===== config.mk =====
export PLATFORM = sky130hd
export DESIGN_NAME = fetch_unit_flat
export DESIGN_NICKNAME = d
export VERILOG_FILES = /design/src/rtl/fetch_unit_if.sv /design/src/rtl/fetch_unit.sv /design/src/flat_wrapper.sv
export SDC_FILE = /design/constraint.sdc
export NUM_CORES = 1
export LEC_CHECK = 0
export ABC_AREA = 1
export CAP_MARGIN = 10
export CORE_MARGIN = 3
export CORE_UTILIZATION = 35
export CTS_CLUSTER_DIAMETER = 120
export CTS_CLUSTER_SIZE = 28
export DETAILED_ROUTE_END_ITERATION = 10
export MAX_ROUTING_LAYER = met4
export PLACE_DENSITY = 0.62
export SKIP_LAST_GASP = 1
export SLEW_MARGIN = 30
export SYNTH_ARGS = -nofsm -noshare
export SYNTH_HDL_FRONTEND = slang
export SYNTH_SLANG_ARGS = --single-unit

===== constraint.sdc =====
create_clock -name clk -period 1.78 [get_ports clk]
set_clock_uncertainty 0.15 [all_clocks]
set_input_delay 0.356 -clock clk [delete_from_list [all_inputs] [get_ports clk]]
set_output_delay 0.356 -clock clk [all_outputs]
set_load 0.005 [all_outputs]

===== src/rtl/fetch_unit_if.sv =====
// Fetch-side bus: instruction memory port, pipeline control from execute, IF/ID outputs to decode.
// Latency: none, wires only.
// Backpressure: stall from downstream travels on this bus.
interface fetch_unit_if #(
    parameter int ADDR_W  = 6,
    parameter int INSTR_W = 16,
    parameter int CNT_W   = 16
);
    logic [ADDR_W-1:0]  imem_addr;
    logic [INSTR_W-1:0] imem_data;
    logic               stall;
    logic               redirect_valid;
    logic [ADDR_W-1:0]  redirect_pc;
    logic [INSTR_W-1:0] ir;
    logic [ADDR_W-1:0]  ir_pc;
    logic               ir_valid;
    logic               halted;
    logic [CNT_W-1:0]   fetch_count;

    modport master (
        output imem_addr, ir, ir_pc, ir_valid, halted, fetch_count,
        input  imem_data, stall, redirect_valid, redirect_pc
    );

    modport slave (
        input  imem_addr, ir, ir_pc, ir_valid, halted, fetch_count,
        output imem_data, stall, redirect_valid, redirect_pc
    );
endinterface


===== src/rtl/fetch_unit.sv =====
// Instruction fetch: owns the PC, reads combinational imem, fills the IF/ID register, stops on HALT.
// Latency: 1 cycle from imem_addr to ir; a redirect costs one bubble.
// Backpressure: stall freezes PC, IF/ID and the counter; a redirect overrides stall.
module fetch_unit #(
    parameter int                  ADDR_W    = 6,
    parameter int                  INSTR_W   = 16,
    parameter logic [ADDR_W-1:0]   RESET_PC  = '0,
    parameter logic [INSTR_W-1:0]  HALT_WORD = '0,
    parameter int                  CNT_W     = 16
) (
    input  logic          clk,
    input  logic          rst_n,
    fetch_unit_if.master  bus
);
    typedef enum logic {ST_RUN, ST_HALT} state_t;

    state_t             state, state_nxt;
    logic [ADDR_W-1:0]  pc, pc_nxt;
    logic [INSTR_W-1:0] ir, ir_nxt;
    logic [ADDR_W-1:0]  ir_pc, ir_pc_nxt;
    logic               ir_valid, ir_valid_nxt;
    logic [CNT_W-1:0]   fetch_count, fetch_count_nxt;

    always_ff @(posedge clk or negedge rst_n) begin
        if (!rst_n) begin
            state       <= ST_RUN;
            pc          <= RESET_PC;
            ir          <= '0;
            ir_pc       <= '0;
            ir_valid    <= 1'b0;
            fetch_count <= '0;
        end else begin
            state       <= state_nxt;
            pc          <= pc_nxt;
            ir          <= ir_nxt;
            ir_pc       <= ir_pc_nxt;
            ir_valid    <= ir_valid_nxt;
            fetch_count <= fetch_count_nxt;
        end
    end

    always_comb begin
        state_nxt       = state;
        pc_nxt          = pc;
        ir_nxt          = ir;
        ir_pc_nxt       = ir_pc;
        ir_valid_nxt    = ir_valid;
        fetch_count_nxt = fetch_count;

        if (bus.redirect_valid) begin
            pc_nxt       = bus.redirect_pc;
            ir_nxt       = '0;
            ir_valid_nxt = 1'b0;
            state_nxt    = ST_RUN;
        end else if (!bus.stall) begin
            case (state)
                ST_RUN: begin
                    ir_nxt       = bus.imem_data;
                    ir_pc_nxt    = pc;
                    ir_valid_nxt = 1'b1;
                    if (fetch_count != {CNT_W{1'b1}})
                        fetch_count_nxt = fetch_count + 1'b1;
                    // PC parks on the HALT word so a debugger sees where fetch stopped
                    if (bus.imem_data == HALT_WORD)
                        state_nxt = ST_HALT;
                    else
                        pc_nxt = pc + 1'b1;
                end
                ST_HALT: ir_valid_nxt = 1'b0;
                default: state_nxt = ST_RUN;
            endcase
        end
    end

    assign bus.imem_addr   = pc;
    assign bus.ir          = ir;
    assign bus.ir_pc       = ir_pc;
    assign bus.ir_valid    = ir_valid;
    assign bus.halted      = (state == ST_HALT);
    assign bus.fetch_count = fetch_count;
endmodule


===== src/flat_wrapper.sv =====
// flat-port wrapper written by rule: the top's interface ports become plain ports
module fetch_unit_flat 
#(
    parameter int                  ADDR_W    = 6,
    parameter int                  INSTR_W   = 16,
    parameter logic [ADDR_W-1:0]   RESET_PC  = '0,
    parameter logic [INSTR_W-1:0]  HALT_WORD = '0,
    parameter int                  CNT_W     = 16
)
  (clk, rst_n, bus_imem_addr, bus_ir, bus_ir_pc, bus_ir_valid, bus_halted, bus_fetch_count, bus_imem_data, bus_stall, bus_redirect_valid, bus_redirect_pc);
  fetch_unit_if #(.ADDR_W(ADDR_W), .INSTR_W(INSTR_W), .CNT_W(CNT_W)) bus_i ();
  input  logic clk;
  input  logic rst_n;
  output wire logic [$bits(bus_i.imem_addr)-1:0] bus_imem_addr;
  output wire logic [$bits(bus_i.ir)-1:0] bus_ir;
  output wire logic [$bits(bus_i.ir_pc)-1:0] bus_ir_pc;
  output wire logic [$bits(bus_i.ir_valid)-1:0] bus_ir_valid;
  output wire logic [$bits(bus_i.halted)-1:0] bus_halted;
  output wire logic [$bits(bus_i.fetch_count)-1:0] bus_fetch_count;
  input wire logic [$bits(bus_i.imem_data)-1:0] bus_imem_data;
  input wire logic [$bits(bus_i.stall)-1:0] bus_stall;
  input wire logic [$bits(bus_i.redirect_valid)-1:0] bus_redirect_valid;
  input wire logic [$bits(bus_i.redirect_pc)-1:0] bus_redirect_pc;
  assign bus_imem_addr = bus_i.imem_addr;
  assign bus_ir = bus_i.ir;
  assign bus_ir_pc = bus_i.ir_pc;
  assign bus_ir_valid = bus_i.ir_valid;
  assign bus_halted = bus_i.halted;
  assign bus_fetch_count = bus_i.fetch_count;
  assign bus_i.imem_data = bus_imem_data;
  assign bus_i.stall = bus_stall;
  assign bus_i.redirect_valid = bus_redirect_valid;
  assign bus_i.redirect_pc = bus_redirect_pc;
  fetch_unit #(.ADDR_W(ADDR_W), .INSTR_W(INSTR_W), .RESET_PC(RESET_PC), .HALT_WORD(HALT_WORD), .CNT_W(CNT_W)) u_core (.clk(clk), .rst_n(rst_n), .bus(bus_i));
endmodule

# Yosys cells after proc, flatten, opt, wreduce, memory -nomap -nowiden
# Cells that the tools add are included.
dict set report totals {
  ff_bits 46
  inputBits 26
  output_inout_bits 46
  elab_cells 34
}
dict set report op_classes {
  addsub 2
  eq_ne 4
  n_mux 14
  n_bitwise 3
  n_reduce_logical 5
}
# op n
set op_table {}
lappend op_table {{$mux 16} 3}
lappend op_table {{$mux 6} 4}
lappend op_table {{$add 16x1->16 const B} 1}
lappend op_table {{$logic_not 16->1} 1}
lappend op_table {{$ne 16x16->1 const B} 1}
lappend op_table {{$add 6x1->6 const B} 1}
lappend op_table {{$mux 1} 6}
lappend op_table {{$reduce_and 3->1} 2}
lappend op_table {{$ne 2x2->1 const B} 2}
lappend op_table {{$reduce_and 4->1} 1}
lappend op_table {{$not 1->1} 3}
lappend op_table {{$ne 2x1->1 const B} 1}
lappend op_table {{$pmux 1 s2} 1}
lappend op_table {{$reduce_and 2->1} 1}

# Longest topological paths before layout
dict set report logic_depth {
  depth_word 5
  ltp_mapped 9
  depth_no_buf 9
}

# Worst setup path after synthesis
# Ideal clock, no wire load.
dict set report synth_timing {
  path_kind {reg2reg}
  startpoint {reg u_core.fetch_count[0], in the netlist u_core.bus.fetch_count[0]}
  endpoint {reg u_core.fetch_count[13], in the netlist u_core.bus.fetch_count[13]}
  arrival_time_ns 1.439
  path_slack_ns 0.126
  stages_incl_launch_ff 10
  n_path_buf 1
  cell_sequence {dfrtp_1 > ha_1 > nand3_1 > inv_2 > nand3_4 > nor2_2 > nor2_2 > buf_2 > nand2_1 > nand2_1}
}
dict set report synth_between {
  elab_chain_len 2
}
# item line_no
set synth_lines {}
lappend synth_lines {{start, declared} fetch_unit.sv:22} ;# logic [CNT_W-1:0] fetch_count, fetch_count_nxt;
lappend synth_lines {{start signal, assigned} fetch_unit.sv:38} ;# fetch_count <= fetch_count_nxt;
lappend synth_lines {{parallel branches: the longest is 2 deep, another holds $add 16x1->16} --}
# Several ways; the timed one is not identified.
# A chain may end at the register's enable or synchronous reset.

# Final worst setup path
dict set report layout_timing {
  startpoint {reg u_core.ir_valid, in the netlist u_core.bus.ir_valid}
  endpoint {out bus_ir_valid}
}
# item line_no
set layout_rtl {}
lappend layout_rtl {{start, declared} fetch_unit.sv:21} ;# logic ir_valid, ir_valid_nxt;
lappend layout_rtl {{start signal, assigned} fetch_unit.sv:37} ;# ir_valid <= ir_valid_nxt;
lappend layout_rtl {{end, declared} flat_wrapper.sv:17} ;# output wire logic [$bits(bus_i.ir_valid)-1:0] bus_ir_valid;
# No word-level cell between the ends.

==> flow_summary.toml <==
[synth]
synth_seq_area_share_pct = 48.5
synth_cells = 319
avgSynthCellArea_um2 = 7.44
ys_ff_latch = 46
ys_types = 22
netlist_area_um2 = 2370
synth_nets = 347
yosysWarnings = 0

[setup_path]
max_stage_delay_ns = 0.53
path_max_fanout = 2
path_cells = "clkdlybuf4s50_1"
critPathBufInv = 1
timing.rr.start = "u_core.bus.fetch_count[0]"
ff2ff_path_depth = 10
regToRegSetupSlack_ns = 0.16
reg2reg_to = "u_core.bus.fetch_count[6]"
cp_top_family = "buffers and inverters"
critPathArrivalTime_ns = 1.21
critPathSlowestCell = "clkdlybuf4s50_1"
cp-start-kind = "flop"
end_kind = "output pin"
critPathRequiredTime_ns = 1.27
critPathKind = "reg -> out"

[timing]
finalCritPeriodShare_pct = 96.4
relSlewSlack_pct = 67.3
post-route-min-period_ns = 1.72
finalSetupViolCount = 0
finalHoldViolCount = 0
fmax_ghz = 0.583
maxSlewViolCount = 0
hold_ws_ns = 0.344
rsz0062_at_grt = "no"
fin_tns_setup_ns = 0
tightest_slew_ns = 0.491

[floorplan]
core_area_um2 = 6460
dieArea_um2 = 7810
ios = 72
fp.dieW_um = 88.4
start_util_pct = 36.7
die_h_um = 88.4
fp-row-count = 29

[hold_path]
hold_class = "reg -> reg"
min-delay-start = "u_core.bus.ir_pc[1]"
min_to = "u_core.bus.ir_pc[1]"
hold_depth = 2

[finish]
syn2layout_area_growth_pct = 55.5
final_common_cell = "nand2_1"
final_cell_mix = "nand2_1 (136), clkdlybuf4s50_1 (63), buf_4 (40), dfrtp_1 (36), inv_1 (31)"
drive_above_1_share_pct = 17.5
multiInputGateArea_um2 = 1060
layout.area.seq_um2 = 1160
diodes = 0
fillers = 614
nets = 463
finalInstanceArea_um2 = 3690

[global_routing]
grt_max_degree = 25
track_usage_pct = 17.3
grt_pass1_vias = 2222
grt-ovfl-total = 0
grt_pass1_wl_mm = 10.2
grt_antenna_before_repair = 0

[detailed_routing]
via_per_inst = 4.62
wl_per_cell_um = 11.9
finalWirelength_mm = 6.11
drtIter0Drc = 66
ant_nets = 0
drc = 0
firstDrtPassIters = 4
vias = 2367

[power_and_ir_drop]
power.leakage_nw = 1.83
ir_worst_vdd_v = 0.000371
powerDensity_nw_per_um2 = 776

[clocking]
cts_buffers = 5
clk_pin_slew_worst_paths_ns = 0.09
h-tree-depth = 2
clock-root-buffer = "clkbuf_8"
cts_sinks = 46
cts_buffer_depth = 2
clock_latency_ns = 0.30
cts_tree = "built"

[placed_design]
numPortBuffers = 71
gp_congestion = 0.799
dpl_cell_area_um2 = 3300
hpwl_mm = 4.40

[run_status]
status = "finished clean"

[run]
max-cap-violations = 0
==> per-layer routing <==
layer	global-route usage (%)	share of wire, %	up-vias
met5	-	0	-
met3	5.03	6.8	9
met1	22.2	46	1073
met4	5.63	1.4	0
li1	-	-	1219
met2	26.2	46	66
==> repair_timing <==
item / in CTS / in global routing
hold buffers: 1 / 0
resized for setup: 11 / 8
endpoints found under the hold margin: 18 / 0
setup endpoints to repair: 19 / 29
pin swaps: 0 / 1
buffers inserted: 11 / 18
==> kinds of logic after synthesis <==
kind of cell,count (synthesis),share of synthesized area [%]
xor gates and xnor gates,9,3.32
adders and majority gates,2,1.05
and+or+nand+nor,192,33.6
buffers and inverters,42,7.17
AOI/OAI and AO/OA,28,6.38
DFF,46,48.5
==> through the flow <==
step / power (mW) / instances / utilization [%] / worst slack (ns)
6_report: 2.86 / 512 / 57.1 / 0.0633
5_1_grt: 3.05 / 512 / 57.1 / 0.00753
4_1_cts: 2.85 / 494 / 54.5 / -0.00373
3_5_place_dp: 1.97 / 475 / 51.1 / -0.0574
3_3_place_gp: 1.97 / 475 / 51.1 / -0.0340
2_1_floorplan: 1.53 / 319 / - / 0.126
==> worst max-delay path by stage <==
stage	endpoint	start	cells past startpoint	slack [ns]
floorplan	u_core.bus.fetch_count[13]	u_core.bus.fetch_count[0]	9	0.13
global placement	u_core.bus.imem_addr[3]	bus_imem_data[2]	9	-0.03
detailed placement	u_core.bus.imem_addr[0]	bus_imem_data[2]	9	-0.06
CTS	bus_fetch_count[14]	u_core.bus.fetch_count[14]	1	-0.004
global route	bus_ir_valid	u_core.bus.ir_valid	1	0.008
finish	bus_ir_valid	u_core.bus.ir_valid	1	0.06
==> where the power goes <==
part	total (mW)	internal, mW	switching, mW
Combinational	0.815	0.477	0.337
Clock	0.809	0.450	0.359
Sequential	1.24	1.16	0.0803
==> sequential cells by signal (all words and copies together) (netlist names) <==
register,cells
u_core.bus.fetch_count,16
u_core.bus.halted,1
u_core.bus.imem_addr,6
u_core.bus.ir,16
u_core.bus.ir_pc,6
u_core.bus.ir_valid,1
==> synthesized netlist by cell type <==
| cell type | count | area share, % |
|---|---|---|
| dfrtp_1 | 46 | 48 |
| o21ai_4 | 1 | 0.69 |
| xor2_1 | 4 | 1.5 |
| xnor2_1 | 5 | 1.8 |
| buf_2 | 4 | 0.84 |
| a21oi_1 | 1 | 0.21 |
| inv_1 | 31 | 4.9 |
| nand3_4 | 1 | 0.74 |
| nand2_2 | 1 | 0.26 |
| nand2_1 | 136 | 22 |
| o21ai_0 | 23 | 4.8 |
| buf_6 | 1 | 0.47 |
| nand4_1 | 5 | 1.3 |
| o21ai_1 | 3 | 0.63 |
| nand3_1 | 19 | 4.0 |
| inv_2 | 3 | 0.47 |
| ha_1 | 2 | 1.1 |
| clkbuf_1 | 3 | 0.47 |
| nor2_1 | 25 | 4.0 |
| nor2_2 | 3 | 0.79 |
| nand4_2 | 1 | 0.53 |
| nor2_4 | 1 | 0.47 |
==> area by class of cell <==
cell class              count  area share, %
clock buffers               6           2.24
clock inverters             1          0.814
inverters                  34           3.46
multi-input cells         231           28.7
flip-flops and latches     46           31.5
well taps                  77           2.61
repair buffers            117           30.6
(Power assumes the default switching activity.)
